$ cat config.mk
export PLATFORM = sky130hd
export DESIGN_NAME = vector_assembler
export DESIGN_NICKNAME = d
export VERILOG_FILES = /design/src/rtl/vector_assembler.sv
export SDC_FILE = /design/constraint.sdc
export NUM_CORES = 1
export LEC_CHECK = 0
export ABC_AREA = 1
export CORE_ASPECT_RATIO = 0.5
export CORE_MARGIN = 2
export CORE_UTILIZATION = 59
export DETAILED_ROUTE_END_ITERATION = 10
export HOLD_SLACK_MARGIN = 0.06
export PLACE_DENSITY = 0.83
export SETUP_SLACK_MARGIN = 0.5
export SLEW_MARGIN = 10
export SYNTH_ARGS = -nofsm -noshare
export SYNTH_HDL_FRONTEND = slang
export SYNTH_SLANG_ARGS = --single-unit
$ cat constraint.sdc
create_clock -name clk -period 4.7 [get_ports clk]
set_input_delay 0.47 -clock clk [delete_from_list [all_inputs] [get_ports clk]]
set_output_delay 0.47 -clock clk [all_outputs]
set_load 0.02 [all_outputs]
$ cat src/rtl/vector_assembler.sv
`default_nettype none
`timescale 1ns/1ps
// ============================================================================
// Module   : vector_assembler
// Purpose  : Packs a scalar trace stream (one element per cycle) into N-lane
//            vectors. Each completed vector is held in a one-entry output
//            register and offered to the input buffer's write interface with
//            backpressure. A nonzero end-of-frame code closes a vector early,
//            and the lanes that were not filled are set to PAD_VALUE.
// Ports    : clk, reset_n      - clock / asynchronous active-low reset
//            tracing           - 1 = accept elements
//            elem_valid/elem_in/elem_eof/elem_ready - scalar source handshake
//            vec_ready         - downstream can take a vector
//            enqueue/eof_out/vector_out - presented vector (lane 0 = first)
//            fill_level        - lanes currently held in the accumulator
//            vec_count         - saturating count of transferred vectors
// Revision : 1.0 - initial release
// ============================================================================
module vector_assembler #(
  parameter int                    N          = 8,
  parameter int                    DATA_WIDTH = 32,
  parameter logic [DATA_WIDTH-1:0] PAD_VALUE  = '0,
  parameter int                    CNT_WIDTH  = 16
) (
  input  logic                          clk,
  input  logic                          reset_n,
  input  logic                          tracing,
  input  logic                          elem_valid,
  input  logic [DATA_WIDTH-1:0]         elem_in,
  input  logic [1:0]                    elem_eof,
  output logic                          elem_ready,
  input  logic                          vec_ready,
  output logic                          enqueue,
  output logic [1:0]                    eof_out,
  output logic [N-1:0][DATA_WIDTH-1:0]  vector_out,
  output logic [$clog2(N):0]            fill_level,
  output logic [CNT_WIDTH-1:0]          vec_count
);

  localparam int IDX_W = $clog2(N) + 1;

  typedef enum logic [0:0] {
    EMPTY = 1'b0,
    FULL  = 1'b1
  } out_state_t;

  out_state_t                   state, state_nx;
  logic [IDX_W-1:0]             fill_idx;
  logic [N-1:0][DATA_WIDTH-1:0] acc;
  logic [N-1:0][DATA_WIDTH-1:0] closed_vec;
  logic                         accept;
  logic                         last_lane;
  logic                         close;
  logic                         transfer;

  assign enqueue    = (state == FULL);
  // A new element may enter while the output register is being drained,
  // which is what allows back-to-back vectors without a bubble.
  assign elem_ready = tracing & (~enqueue | vec_ready);
  assign accept     = elem_valid & elem_ready;
  assign last_lane  = (fill_idx == IDX_W'(N - 1));
  assign close      = accept & (last_lane | (elem_eof != 2'b00));
  assign transfer   = enqueue & vec_ready;
  assign fill_level = fill_idx;

  // Vector as it will look once the current element is added: lanes below
  // the fill index come from the accumulator, the current lane takes the
  // incoming element, and everything above is padding.
  always_comb begin
    closed_vec = acc;
    for (int i = 0; i < N; i++) begin
      if (IDX_W'(i) == fill_idx) begin
        closed_vec[i] = elem_in;
      end else if (IDX_W'(i) > fill_idx) begin
        closed_vec[i] = PAD_VALUE;
      end
    end
  end

  // Output register state
  always_ff @(posedge clk or negedge reset_n) begin
    if (!reset_n) begin
      state <= EMPTY;
    end else begin
      state <= state_nx;
    end
  end

  // A close while draining keeps the register FULL with the new vector.
  always_comb begin
    state_nx = state;
    if (close) begin
      state_nx = FULL;
    end else if (transfer) begin
      state_nx = EMPTY;
    end
  end

  // Accumulator, output payload and counter
  always_ff @(posedge clk or negedge reset_n) begin
    if (!reset_n) begin
      fill_idx   <= '0;
      eof_out    <= 2'b00;
      vector_out <= '0;
      vec_count  <= '0;
      for (int i = 0; i < N; i++) begin
        acc[i] <= PAD_VALUE;
      end
    end else begin
      if (accept) begin
        if (close) begin
          fill_idx <= '0;
          for (int i = 0; i < N; i++) begin
            acc[i] <= PAD_VALUE;
          end
        end else begin
          fill_idx <= fill_idx + 1'b1;
          for (int i = 0; i < N; i++) begin
            if (IDX_W'(i) == fill_idx) begin
              acc[i] <= elem_in;
            end
          end
        end
      end

      if (close) begin
        vector_out <= closed_vec;
        eof_out    <= elem_eof;
      end else if (transfer) begin
        // Keep eof_out at 00 whenever nothing is presented.
        eof_out <= 2'b00;
      end

      if (transfer && (vec_count != {CNT_WIDTH{1'b1}})) begin
        vec_count <= vec_count + 1'b1;
      end
    end
  end

endmodule
`default_nettype wire

==> run summary, run 1 <==
• EDFF count, synth: 0
• shortest clock period the worst path allows after layout: 3670 ps
• Routed WL per cell: 18.7 µm
• most frequent cell after synthesis: sky130_fd_sc_hd__nand2_1
• HPWL Detailed: 42.4 mm
• simple logic cell fraction of the synthesized area: 24.0%
• hold path startpoint: vector_out[187]
• Std-Cell Core Area: 38700 µm²
• internal reg-to-reg setup slack: 1030 ps
• grt total ovfl: 0
• Fmax: 272 MHz
• clock tree buffer depth: 3
• initial detailed-routing violation count: 2225
• TritonCTS clock tree: done
• global-route wire length before repair: 105 mm
• result of the run: complete, no violations
• Synth Area in Compound Gates: 11.8%
• area share of the largest cell type after synthesis: 58.0%
• sum of negative setup slack: 0 ps
• via count of the first global-routing pass: 19618
• total CTS buffers: 46
• final setup skew: 18.2 ps
• growth of design area from synthesis to finish: 21.4%
• clock insertion delay at the later pin of the skew report: 580 ps
• Post-DRT Antenna Nets: 0
• highest ir drop seen on vdd: 0.247 mV
• busiest layer in global routing: met2
• floorplan die area: 40800 µm²
• number of core rows: 51
• maximum level of the CTS H-tree: 2
• start-to-end type of the worst setup path: reg2reg
• share of flip-flops with an asynchronous set or reset after synthesis: 100%
• Hold Slack: 479 ps
• required time worst endpoint: 5210 ps
• power per unit of standard cell area: 474 nW/µm²
• min-delay worst type: reg2reg
• count of boundary I/O pins: 319
• largest net degree at the start of global routing: 190
• fraction of layout instances using a drive strength above 1: 4.53%
• setup repair after global routing missed its margin: false
• post-synthesis register bit count: 535
• Netlist Area Pre-Place: 23100 µm²
• clock sink count: 535
• number of max-cap violations: 0
• reported leakage power: 13.8 nW
• sequential area share after synthesis: 58.0%
• largest driver fanout on the critical path: 168
• starting density of the core: 59.6%
• launching point of the worst reg2reg path: fill_level[2]
• Arr. time, crit path: 4180 ps
• Hold Fails Final Rpt: 0
• leading post-synthesis cells by cell area: sky130_fd_sc_hd__dfrtp_1 (58%), sky130_fd_sc_hd__nand2_1 (20%), sky130_fd_sc_hd__o21ai_0 (9.6%)
• area share of xor/xnor cells in the synthesized design: 0.304%
• share of synthesized area spent on multiplexers: 0%
• Worst Reg2Reg Path Length in Cells: 9
• Reg clk slew, reported paths: 70 ps
• met1 track demand over resource: 43.3%
• most used flip-flop cell after synthesis: sky130_fd_sc_hd__dfrtp_1
• end of the worst register-to-register path: vector_out[233]
• initial antenna violation count: 2
• length of the first detailed-routing pass in iterations: 6
• Remaining DRCs: 0
• CP Capture Type: flop
• buffer cell driving the clock tree root: sky130_fd_sc_hd__clkbuf_16
• number of nets produced by synthesis: 2837
• syn avg cell area: 8.27 µm²
• Die W: 284 µm
• Post-CTS Setup Inserts: 0
• beginning of the critical path: fill_level[2]
• yosys synthesis warning count: 0
• worst slew slack as a fraction of its limit: 16.3%
• area share of fa/ha/maj cells after synthesis: 0.271%
• Filler cells: 2901
• net total in the final layout: 3054
• transition time at the pin with the least slew margin: 1250 ps
• DR vias/cell: 5.77
• setup-violating endpoint count in the final report: 0
• number of instances on the worst hold path: 2
• final weighted congestion in routability-driven placement: 0.866
• total number of vias: 20632
• Global Route met3 Usage: 5.56%
• most area-hungry cell type in the Yosys netlist: sky130_fd_sc_hd__dfrtp_1
• share of the clock period used by the worst path after layout: 78.1%
• startpoint kind of the worst setup timing path: flop
• Die Height: 144 µm
• post-synthesis cell count: 2793
• number of distinct library cells after synthesis: 27
• main combinational cell family by area after synthesis: simple AND/OR/NAND/NOR gates
• fraction of met2 tracks used by global routing: 53.0%
• wire length reported by the detailed router: 66.8 mm
• count of pins over their slew limit: 0
• number of buffers inserted by port buffering: 318
• total routing resource utilization after global routing: 32.4%
• Critical Path End: vector_out[233]
• Commonest cells post-synth: sky130_fd_sc_hd__nand2_1 (1244), sky130_fd_sc_hd__dfrtp_1 (535), sky130_fd_sc_hd__o21ai_0 (444), sky130_fd_sc_hd__inv_1 (116), sky130_fd_sc_hd__clkbuf_1 (90)
==> routing by layer <==
metal | vias up | routed length [µm]
li1 | 9351 | -
met1 | 10037 | 26300
met2 | 1033 | 32000
met3 | 209 | 5730
met4 | 2 | 2790
met5 | - | 13
==> power breakdown <==
group / internal (mW) / switching, mW / leakage, nW
Clock: 2.28 / 1.72 / 0.768
Combinational: 1.30 / 2.10 / 5.93
Sequential: 5.38 / 0.506 / 7.09
Total: 8.97 / 4.32 / 13.8
==> through the flow <==
stage | area (µm²) | cells | power (mW) | setup slack, ps | utilization [%]
after floorplan | 23100 | 2793 | 7.67 | 2870 | -
after global placement | 26400 | 3491 | 9.22 | 1240 | 68.3
after detailed placement | 26400 | 3491 | 9.30 | 1110 | 68.3
after CTS | 28000 | 3575 | 13.3 | 1090 | 72.4
after global routing | 28000 | 3576 | 13.8 | 819 | 72.4
final | 28000 | 3576 | 13.3 | 1030 | 72.4
==> final cells by class <==
type | count | area (µm²) | area share, %
Sequential cell | 535 | 13400 | 47.8
Multi-Input combinational cell | 1962 | 8490 | 30.3
Timing Repair Buffer | 344 | 3460 | 12.3
Clock buffer | 74 | 1420 | 5.06
Tap cell | 530 | 663 | 2.37
Inverter | 121 | 464 | 1.66
Clock inverter | 9 | 151 | 0.540
Antenna cell | 1 | 2.50 | 0.00893
==> cell usage in the layout, fill, tap and decap left out, types with 3 or more instances in the layout <==
cell type	n
sky130_fd_sc_hd__buf_12	6
sky130_fd_sc_hd__buf_4	19
sky130_fd_sc_hd__bufinv_16	4
sky130_fd_sc_hd__clkbuf_1	13
sky130_fd_sc_hd__clkbuf_16	47
sky130_fd_sc_hd__clkbuf_8	14
sky130_fd_sc_hd__clkdlybuf4s50_1	317
sky130_fd_sc_hd__clkinv_2	3
sky130_fd_sc_hd__dfrtp_1	535
sky130_fd_sc_hd__ha_1	5
sky130_fd_sc_hd__inv_1	116
sky130_fd_sc_hd__inv_2	3
sky130_fd_sc_hd__nand2_1	1241
sky130_fd_sc_hd__nand2_2	22
sky130_fd_sc_hd__nand2_4	3
sky130_fd_sc_hd__nand3_1	83
sky130_fd_sc_hd__nand4_1	6
sky130_fd_sc_hd__nor2_1	60
sky130_fd_sc_hd__nor2_4	3
sky130_fd_sc_hd__o21ai_0	444
sky130_fd_sc_hd__o21ai_1	12
sky130_fd_sc_hd__o21ai_4	3
sky130_fd_sc_hd__o22ai_1	64
sky130_fd_sc_hd__xnor2_1	7
==> state kept, by name, indices dropped and copies added (netlist names) <==
name / flops
vec_count: 16
vector_out: 256
enqueue: 1
fill_level: 4
acc: 256
eof_out: 2
==> worst min path at each step <==
stage                                 end  slack [ps]
after detailed placement  vector_out[131]         460
final                     vector_out[187]         480
after global placement           acc[160]         460
after global routing       vector_out[21]         490
after CTS                      eof_out[0]         470
after floorplan                    acc[0]         170
==> cells by family after synthesis <==
kind of cell	after synthesis
compound gates	526
simple gates	1423
xor+xnor	8
buf+inv	296
flops	535
fa+ha+maj	5
==> what timing repair did <==
item / 4_1_cts / 5_1_grt
endpoints found under the hold margin: 94 / 0
endpoints found under the setup margin: 0 / 0
hold buffers: 1 / 0
resized for setup: 0 / 0
==> critical path, cell delays in order (launching register included) <==
cell                      delay (ps)
sky130_fd_sc_hd__dfrtp_1         510
sky130_fd_sc_hd__nand2_1         130
sky130_fd_sc_hd__inv_2           490
sky130_fd_sc_hd__nand2_4         460
sky130_fd_sc_hd__nand2_4         320
sky130_fd_sc_hd__nand2_8         250
sky130_fd_sc_hd__inv_8           720
sky130_fd_sc_hd__buf_4           440
sky130_fd_sc_hd__nand2_1         110
sky130_fd_sc_hd__nand2_1          80
No activity file was read; power rests on OpenSTA's default activity.
==> run 2, diff against run 1 <==
--- a/config.mk
+++ b/config.mk
@@ -8,10 +8,10 @@
 export ABC_AREA = 1
 export CORE_ASPECT_RATIO = 0.5
 export CORE_MARGIN = 2
-export CORE_UTILIZATION = 59
+export CORE_UTILIZATION = 55
 export DETAILED_ROUTE_END_ITERATION = 10
 export HOLD_SLACK_MARGIN = 0.06
-export PLACE_DENSITY = 0.83
+export PLACE_DENSITY = 0.78
 export SETUP_SLACK_MARGIN = 0.5
 export SLEW_MARGIN = 10
 export SYNTH_ARGS = -nofsm -noshare
==> constraint.sdc (replaced) <==
create_clock -name clk -period 3.7 [get_ports clk]
set_input_delay 0.37 -clock clk [delete_from_list [all_inputs] [get_ports clk]]
set_output_delay 0.37 -clock clk [all_outputs]
set_load 0.02 [all_outputs]
==> run 2 against run 1 <==
Clock skew grew 2.2 ps. Combinational power grew 27%. Setup slack got worse by 220 ps. Global-route usage fell by 1.3 points. Utilization decreased by 3.5 points. Critical endpoint is now acc[96]. Largest cell class unchanged.
==> run summary, run 2 (synthesis results as in run 1) <==
• result of the run: complete, no violations
• shortest clock period the worst path allows after layout: 2890 ps
• via count of the first global-routing pass: 19594
• TritonCTS clock tree: done
• most frequent cells in the layout: sky130_fd_sc_hd__nand2_1 (1241), sky130_fd_sc_hd__dfrtp_1 (535), sky130_fd_sc_hd__o21ai_0 (444), sky130_fd_sc_hd__clkdlybuf4s50_1 (317), sky130_fd_sc_hd__inv_1 (116)
• CP bufs+invs: 1
• most common cell after layout, fill and taps aside: sky130_fd_sc_hd__nand2_1
• register share of total power: 44.9%
• Arr. time, crit path: 3360 ps
• Std-Cell Core Area: 40900 µm²
• count of boundary I/O pins: 319
• clock sink count: 535
• sum of negative setup slack: 0 ps
• Die W: 294 µm
• net total in the final layout: 3072
• critical path's most frequent cell: sky130_fd_sc_hd__nand2_4
• power per unit of standard cell area: 593 nW/µm²
• HPWL Detailed: 44.3 mm
• internal portion of total power: 11.2 mW
• Die Height: 149 µm
• Max stage delay cell, worst path: sky130_fd_sc_hd__dfrtp_1
• relative contribution of combinational cells to total power: 25.9%
• global-route wire length before repair: 107 mm
• setup-violating endpoint count in the final report: 0
• CP Capture Type: flop
• Post-DP Area: 26700 µm²
• start-to-end type of the worst setup path: reg2reg
• Top Registers: acc x256, vector_out x256, vec_count x16
• Routed WL per cell: 18.8 µm
• largest driver fanout on the critical path: 62
• starting density of the core: 56.4%
• total number of vias: 20390
• transition time at the pin with the least slew margin: 1060 ps
• total CTS buffers: 46
• growth of design area from synthesis to finish: 22.0%
• crit path setup slack, layout: 812 ps
• clock tree buffer depth: 3
• required time worst endpoint: 4170 ps
• wire length reported by the detailed router: 67.7 mm
• delay of the slowest cell on the worst path: 700 ps
• total routing resource utilization after global routing: 31.1%
• share of the clock period used by the worst path after layout: 78.0%
• Fmax: 346 MHz
• DR vias/cell: 5.66
• Post-DRT Antenna Nets: 0
• initial detailed-routing violation count: 2165
• buffer cell driving the clock tree root: sky130_fd_sc_hd__clkbuf_16
• clock insertion delay at the later pin of the skew report: 570 ps
• grt total ovfl: 0
• number of buffers inserted by port buffering: 318
• Remaining DRCs: 0
• minimum setup slack after placement: 715 ps
• length of the first detailed-routing pass in iterations: 6
• startpoint kind of the worst setup timing path: flop
• total chip power: 16.7 mW
• switching share of power: 32.9%
• net load switching power: 5.50 mW
• number of core rows: 52
• Reg clk slew, reported paths: 70 ps
• fraction of layout instances using a drive strength above 1: 5.06%
• post-layout instance area: 28200 µm²
• ordered cell list for the critical path: nor2_1 > nand2_4 > nand2_4 > nand2_8 > buf_4 > nand2_1 > o21ai_0
• worst slew slack as a fraction of its limit: 29.6%
• final weighted congestion in routability-driven placement: 0.880
• setup repair after global routing missed its margin: false
• Hold Slack: 372 ps
• final setup skew: 20.4 ps
• reported leakage power: 13.9 nW
• number of max-cap violations: 0
• largest net degree at the start of global routing: 102
• maximum level of the CTS H-tree: 2
• Hold Fails Final Rpt: 0
• initial antenna violation count: 1
• floorplan die area: 43700 µm²
• min-delay worst type: in2reg
• power share of the clock group: 29.2%
• family with the most delay on the worst path: simple AND/OR/NAND/NOR gates
• count of pins over their slew limit: 0
• highest ir drop seen on vdd: 0.377 mV
## run 2: worst paths after layout
kind                                    start              end  slack, ps  depth (start not counted)
worst max-delay path            fill_level[3]          acc[96]        810                          7
worst min-delay path              elem_eof[1]       eof_out[1]        370                          3
worst max register to register  fill_level[3]          acc[96]        810                          7
worst min register to register       acc[187]         acc[187]        480                          2
max in group asynchronous             reset_n         acc[247]       2240                          3
min in group asynchronous             reset_n  vector_out[233]        430                          2
## run 2: worst min-delay path, delay by kind of cell
kind                   cells  cell delay, ps
and+or+nand+nor            2             120
buffers and inverters      1             410
## run 2: per-stage QoR
step | util, % | std cells
after floorplan | - | 2793
after global placement | 65.2 | 3519
after detailed placement | 65.2 | 3519
after CTS | 68.8 | 3602
after global routing | 68.8 | 3603
final | 68.8 | 3603
## run 2: final cells by class
class	instances	area [µm²]
inverters	121	464
well taps	540	676
flip-flops and latches	535	13400
clock buffers	68	1360
clock inverters	14	130
fillers	3218	12800
repair buffers	362	3660
multi-input cells	1962	8490
diodes	1	2.50
## run 2: timing repair
item | 4_1_cts | 5_1_grt
buffers inserted | 0 | 0
hold endpoints to repair | 91 | 0
hold buffers | 1 | 0
resized for setup | 0 | 0
## run 2: power groups by stage
| stage | logic, mW | clock network (mW) | registers (mW) |
|---|---|---|---|
| final | 4.33 | 4.88 | 7.49 |
| after global routing | 4.69 | 5.15 | 7.60 |
| after CTS | 4.32 | 4.92 | 7.49 |
| after detailed placement | 4.30 | 0 | 7.56 |
| after global placement | 4.21 | 0 | 7.56 |
| after floorplan | 1.65 | 0 | 8.10 |
## run 2: per-layer routing
| layer | wire length [µm] | track usage (%) | part of all wire, % | vias to the layer above |
|---|---|---|---|---|
| met2 | 32500 | 50.6 | 48 | 904 |
| li1 | - | - | - | 9370 |
| met5 | 0 | 0 | 0 | - |
| met4 | 2160 | 10.1 | 3.2 | 0 |
| met1 | 27800 | 43.2 | 41 | 9963 |
| met3 | 5240 | 4.93 | 7.7 | 153 |
